[src/rtl/rr_arbiter.sv]
// Round-robin arbiter with a registered one-hot grant, binary index and holder run-length counter.
// Build option RR_ARB_HOLD_EN: lock mode, where the holder keeps the grant until it releases or hits MAX_HOLD.
module rr_arbiter #(
  parameter int N        = 4,
  parameter int IDXW     = 2,
  parameter int MAX_HOLD = 8
) (
  input  logic            clk,
  input  logic            rst,
  input  logic [N-1:0]    req,
  output logic [N-1:0]    gnt,
  output logic [IDXW-1:0] gnt_idx,
  output logic            gnt_vld,
  output logic [7:0]      busy_cnt
);

  // state | meaning
  // IDLE  | no requester was seen at the last edge, gnt = 0
  // GRANT | exactly one requester owns the shared line

  if (N < 2 || N > 16 || IDXW != $clog2(N) || MAX_HOLD < 0 || MAX_HOLD > 255) begin : g_bad_param
    $error("rr_arbiter: illegal parameter combination");
  end

  typedef enum logic {IDLE = 1'b0, GRANT = 1'b1} state_t;

  state_t          state_q, state_d;
  logic [IDXW-1:0] ptr_q, ptr_d;
  logic [N-1:0]    gnt_q, gnt_d;
  logic [IDXW-1:0] idx_q, idx_d;
  logic [7:0]      busy_q, busy_d;

  logic [IDXW-1:0] win_idx;
  logic            win_found;
  logic            keep;

  // First set request bit at or after ptr, wrapping past N-1; ptr is always < N.
  always_comb begin
    logic [IDXW-1:0] cand;
    win_idx   = '0;
    win_found = 1'b0;
    cand      = '0;
    for (int k = 0; k < N; k++) begin
      cand = IDXW'((int'(ptr_q) + k) % N);
      if (!win_found && req[cand]) begin
        win_found = 1'b1;
        win_idx   = cand;
      end
    end
  end

`ifdef RR_ARB_HOLD_EN
  logic hold_req;
  logic others_req;
  logic force_rel;

  always_comb begin
    hold_req   = |(gnt_q & req);
    others_req = |(req & ~gnt_q);
    force_rel  = (MAX_HOLD != 0) && (busy_q == 8'(MAX_HOLD)) && others_req;
    keep       = (state_q == GRANT) && hold_req && !force_rel;
  end
`else
  always_comb begin
    keep = 1'b0;
  end
`endif

  // State register
  always_ff @(posedge clk) begin
    if (rst) begin
      state_q <= IDLE;
      ptr_q   <= '0;
      gnt_q   <= '0;
      idx_q   <= '0;
      busy_q  <= '0;
    end else begin
      state_q <= state_d;
      ptr_q   <= ptr_d;
      gnt_q   <= gnt_d;
      idx_q   <= idx_d;
      busy_q  <= busy_d;
    end
  end

  // Next-state logic
  always_comb begin
    state_d = state_q;
    ptr_d   = ptr_q;
    gnt_d   = '0;
    idx_d   = '0;
    busy_d  = '0;
    case (state_q)
      IDLE:  state_d = (|req) ? GRANT : IDLE;
      GRANT: state_d = (|req) ? GRANT : IDLE;
      default: state_d = IDLE;
    endcase
    if (|req) begin
      if (keep) begin
        gnt_d = gnt_q;
        idx_d = idx_q;
      end else begin
        gnt_d[win_idx] = 1'b1;
        idx_d          = win_idx;
        ptr_d          = (int'(win_idx) == N - 1) ? '0 : win_idx + 1'b1;
      end
      // Run length restarts whenever ownership changes, including idle -> grant.
      if (gnt_d == gnt_q) begin
        busy_d = (busy_q == 8'hFF) ? busy_q : busy_q + 8'd1;
      end else begin
        busy_d = 8'd1;
      end
    end
  end

  // Output logic
  always_comb begin
    gnt      = (state_q == GRANT) ? gnt_q : '0;
    gnt_idx  = (state_q == GRANT) ? idx_q : '0;
    gnt_vld  = |gnt;
    busy_cnt = busy_q;
  end

`ifndef SYNTHESIS
  always_ff @(posedge clk) begin
    if (!rst) begin
      assert ($onehot0(gnt_d));
      assert ((gnt_d & ~req) == '0);
      assert (int'(ptr_q) < N);
    end
  end
`endif

endmodule

[config.mk]
export PLATFORM = sky130hd
export DESIGN_NAME = rr_arbiter
export DESIGN_NICKNAME = d
export VERILOG_FILES = /design/src/rtl/rr_arbiter.sv
export SDC_FILE = /design/constraint.sdc
export NUM_CORES = 1
export LEC_CHECK = 0
export ABC_AREA = 0
export ABC_CLOCK_PERIOD_IN_PS = 2200
export CORE_MARGIN = 3
export CORE_UTILIZATION = 48
export DETAILED_ROUTE_END_ITERATION = 8
export HOLD_SLACK_MARGIN = 0.1
export PLACE_DENSITY = 0.86
export SYNTH_ARGS = -nofsm -noshare
export SYNTH_HDL_FRONTEND = slang
export SYNTH_SLANG_ARGS = --single-unit
[constraint.sdc]
create_clock -name clk -period 2.2 [get_ports clk]
set_input_delay 0.33 -clock clk [delete_from_list [all_inputs] [get_ports clk]]
set_output_delay 0.33 -clock clk [all_outputs]
set_load 0.02 [all_outputs]
After elaboration in Yosys (flattened, before gate mapping)
Index checks and enable logic that the tools add are counted.
Storage, ports and cells
  register bits: 17
  input bits: 6
  output and inout port bits: 15
  logic and storage cells: 58
Operators by class
  $add $sub $neg: 5
  magnitude comparators: 6
  equal/unequal tests: 4
  mux-type cells: 24
  bitwise gates (word level): 2
  reductions and logical operators: 11
Operator list (number)
  $lt 2x3->1 const B: 5
  $mux 2: 6
  $mux 1: 11
  $add 8x1->8 const B: 1
  $bmux 1 s2: 4
  $eq 8x8->1 const B: 1
  $mux 4: 2
  $reduce_or 4->1: 2
  $add 2x1->2 const B: 2
  $add 2x2->2 const B: 2
  $eq 4x4->1: 1
  $logic_and 1x1->1: 4
  $logic_not 1->1: 3
  $reduce_or 3->1: 1
  $demux 1 s2: 1
  $eq 2x1->1 const B: 1
  $ge 2x1->1 const B: 1
  $ne 2x2->1 const B: 1
  $not 1->1: 2
  $reduce_or 2->1: 1

Logic depth before layout (Yosys ltp)
Gate-level depths: netlist of run 1.
  word-level depth: 20
  depth in mapped cells: 7
  depth with buffers taken out: 7

Worst setup path after synthesis of run 1
No wires, ideal clock.
  path kind: input to register
  start point: input port req[0]
  end point: register busy_q[0], in the netlist busy_cnt[0]
  library setup time: 0.117 ns
  data arrival time: 1.814 ns
  required time: 2.083 ns
  setup slack: 0.269 ns
  stages: 7
  cells stage by stage: or2b_1 a21boi_0 or3_1 ha_1 xnor2_1 nand4_1 a22o_1
On the way
  longest elaborated chain between the ends: 19
Ends and longest elaborated chain
  start: declaration: RTL line 10  | input logic [N-1:0] req,
  $bmux 1 s2: RTL line 45  | if (!win_found && req[cand]) begin
  $mux 1 (not written as such): RTL line 45
  $mux 1: RTL line 45
  $logic_not 1->1: RTL line 45
  $logic_and 1x1->1: RTL line 45
  $mux 1: RTL line 45
  $logic_not 1->1: RTL line 45
  $logic_and 1x1->1: RTL line 45
  (+3 left out)
  $mux 2: RTL line 45
  $lt 2x3->1 (not written as such) / $ge 2x1->1 (equally long branches): RTL line 103  | gnt_d[win_idx] = 1'b1;
  $logic_and 1x1->1 (not written as such): RTL line 103
  $mux 1 (not written as such): RTL line 103
  $demux 1 s2: RTL line 103
  $mux 4: RTL line 98  | if (|req) begin
  $eq 4x4->1: RTL line 108  | if (gnt_d == gnt_q) begin
  $ne 2x2->1 (no source line) / $mux 1 (equally long branches)
  end signal: assignment: RTL line 82  | busy_q <= busy_d;
  end: declaration: RTL line 31  | logic [7:0] busy_q, busy_d;
Several ways; a longest one is shown, not always the timed one. The select of a mux whose other input is x is not followed.
A chain may end at the register's enable or synchronous reset.

Final worst setup path of run 1
  start point: register ptr_q[0]
  end point: register busy_q[0], in the netlist busy_cnt[0]
On the way
  longest elaborated chain between the ends: 19
Ends and longest elaborated chain
  start: declaration: RTL line 28  | logic [IDXW-1:0] ptr_q, ptr_d;
  start signal: assignment: RTL line 79  | ptr_q <= ptr_d;
  branches (longest 11 deep; another with $add 2x1->2)
  $mux 2 *: RTL line 45
  $lt 2x3->1 (not written as such) / $ge 2x1->1 (equally long branches): RTL line 103
  $logic_and 1x1->1 (not written as such): RTL line 103
  $mux 1 (not written as such): RTL line 103
  $demux 1 s2 *: RTL line 103
  $mux 4 *: RTL line 98
  $eq 4x4->1 *: RTL line 108
  $ne 2x2->1 (no source line) / $mux 1 (equally long branches)
Mark *: on every way between the ends. The select of a mux whose other input is x is not followed.

==> results_dict.tcl, run 1 <==
set metrics [dict create \
    outcome "finished, final reports clean" \
    layout-drive-gt1-share 0.219 \
    synth_compound_area_frac 0.136 \
    clockRootBuffer "clkbuf_4" \
    start_util 0.526 \
    finClkSkew_ns 0.00788 \
    clockBufferDepth 2 \
    antenna_cells 0 \
    die_h_um 50.2 \
    fin_cells 162 \
    r2r_slack_ns 0.14 \
    io_buffers 20 \
    synthXorXnorAreaFrac 0.0373 \
    place_congestion 0.851 \
    syn_inst 105 \
    nNetsFinal 149 \
    syn-num-nets 116 \
    viasPerCell 5.77 \
    avgSynthCellArea_sq_um 8.94 \
    clkLatencyLatePin_ns 0.30 \
    ys_warn_count 0 \
    grt_overflow 0 \
    hold_viol 0 \
    finalWorstSetupSlack_ns 0.138 \
    synth_fa_ha_area_frac 0.0667 \
    hpwl_mm 1.79 \
    maxCapViolCount 0 \
    synth_top_family_by_area "simple AND/OR/NAND/NOR gates" \
    io_pins 21 \
    synthArstFlopShare 0 \
    period_minus_slack_ns 2.06 \
    peakVddDrop_v 0.000416 \
    crit_path_end "busy_cnt[0]" \
    wl_mm 2.38 \
    synthSimpleGateAreaFrac 0.365 \
    relSlewSlack 0.688 \
    ys.flop_type "dfxtp_1" \
    fin_crit_sh 0.937 \
    fmax_mhz 485 \
    hp-class "in -> reg" \
    drtPass1Iterations 4 \
    r2r_end "busy_cnt[0]" \
    cp_max_fo 8 \
    ys_seq_area_frac 0.363 \
    grt_pass1_vias 898 \
    end_kind "register" \
    cts_buffers 3 \
    startpoint "ptr_q[0]" \
    multi_input_area_sq_um 643 \
    dpl_worst_slack_ns -0.473 \
    synth_top_area_share 0.363 \
    drt_iter0_drc 28 \
    synth_common_cells "dfxtp_1, a21oi_1, nor4_1, and2_1" \
    yosys.area.top_type "dfxtp_1" \
    h-tree-depth 1 \
    reg2reg_from "ptr_q[0]" \
    critPathArrivalTime_ns 2.25 \
    cts_sinks 17 \
    synth_area_leaders "dfxtp_1, ha_1, nor4_1, and2_1, a21oi_1" \
    synth_cell_types 35 \
    muxShareOfSynthArea 0 \
    antenna_found_initial 0 \
    drt_drc_violations_left 0 \
    seq_area_sq_um 340 \
    dieArea_sq_um 2520 \
    ff2ff_path_depth 8 \
    syn_to_final_growth_pct 42.5 \
    timing.hold.ws_ns 0.540 \
    startpoint_type "register" \
    netlist_area_sq_um 938 \
    critPathKind "reg -> reg" \
    num_rows 15 \
    post-synth-top-count-cell "dfxtp_1" \
    p_leak_nw 0.519 \
    post-place-cells 158 \
    drt-wirelength-per-cell_um 14.7 \
    grt_use_total 0.203 \
    core_area_sq_um 1780 \
    grt_max_degree 11 \
    grt_pass1_wl_mm 3.90 \
    cts_tree "done" \
    ys_ff_latch 17 \
    die_w_um 50.2 \
    final.fill_count 122 \
    worstPathRequired_ns 2.39 \
    slew_violations 0 \
    worstMarginPinSlew_ns 0.465 \
    synth_edf_count 0 \
    ant_nets 0 \
    vias 934 \
    path_clk_slew_ns 0.10 \
    power_density_nw_per_um2 658 \
    hold_buffers 0 \
    setup-violations-final 0 \
]
==> how the worst min path moves through the flow <==
stage	depth (start not counted)	from	slack (ns)	endpoint
2_1_floorplan	1	rst	0.40	ptr_q[1]
6_report	5	req[3]	0.54	ptr_q[1]
3_3_place_gp	2	ptr_q[1]	0.51	ptr_q[1]
3_5_place_dp	2	ptr_q[1]	0.51	ptr_q[1]
5_1_grt	5	req[3]	0.56	ptr_q[1]
4_1_cts	2	ptr_q[1]	0.53	ptr_q[1]
==> logic make-up after synthesis <==
group / Yosys count
buffers and inverters: 6
AO/OA/AOI/OAI: 20
XOR/XNOR: 4
adder cells (fa/ha/maj): 5
flip-flops: 17
AND/OR/NAND/NOR: 53
==> where the power goes <==
group          switching [mW]  internal, mW  total (mW)
logic                   0.169         0.165       0.334
registers              0.0388         0.340       0.378
clock network          0.0992        0.0678       0.167
total                   0.307         0.573       0.880
==> repair_timing <==
item	in CTS	in global routing
setup endpoints to repair	8	8
setup buffers	0	0
pin swaps	2	2
resized for setup	10	11
==> area by class of cell <==
| class | instances | area share |
|---|---|---|
| tap | 25 | 0.0234 |
| clock inverter | 1 | 0.00374 |
| inverter | 4 | 0.0112 |
| multi-input combinational | 82 | 0.481 |
| sequential | 17 | 0.254 |
| clock buffer | 3 | 0.0168 |
| timing repair buffer | 30 | 0.210 |
==> layout by cell type (no fill, tap or decap), drive strengths merged, types with 2 or more instances in the layout <==
master         Yosys  final
clkbuf             1      3
a21oi              7      7
and3               6      6
and2               6      6
nor4b              2      2
and4               2      2
dlymetal6s2s       0      2
or4                2      2
dlygate4sd2        0      3
nand4              4      4
dfxtp             17     17
clkdlybuf4s50      0     15
a211oi             3      3
buf                1     10
inv                4      4
a31oi              3      3
nor2               3      3
ha                 5      5
nand3              5      5
or3                2      2
nor3               3      3
nand2              5      5
xnor2              4      4
o21ai              2      2
nand2b             2      2
nor4               7      7
or2b               2      2
==> flip-flops by register name, indices dropped and copies added (netlist names) <==
signal	count
busy_cnt	8
gnt_q	4
idx_q	2
ptr_q	2
state_q	1
==> metrics by stage <==
step	setup TNS (ns)	cell area [sq um]	power, mW	util
after CTS	0	1280	0.847	0.719
after floorplan	0	938	0.540	-
after global placement	-1.82	1230	0.659	0.690
after detailed placement	-2.69	1230	0.673	0.690
final	0	1340	0.880	0.750
after global routing	-0.105	1340	0.928	0.750
==> layer usage <==
layer	vias to the layer above	routed length, um	global-route usage
li1	463	-	-
met1	432	1060	0.258
met2	35	1160	0.315
met3	4	137	0.0623
met4	0	31	0.0876
met5	-	0	0
==> critical path, stage by stage, from the launching register on <==
cell and delay, ns:
dfxtp_1 0.38, or2b_1 0.16, a21oi_1 0.11, or3_4 0.39, ha_2 0.21, xnor2_2 0.17, nand4_1 0.14, buf_6 0.17
a22o_1 0.23
Note: power is estimated with default switching activity, not from simulation.
==> run 2, diff against run 1 <==
- CTS_CLUSTER_SIZE: not set -> 12
==> results of run 2 <==
No change in the layout: final DEF, timing and power equal those of run 1.
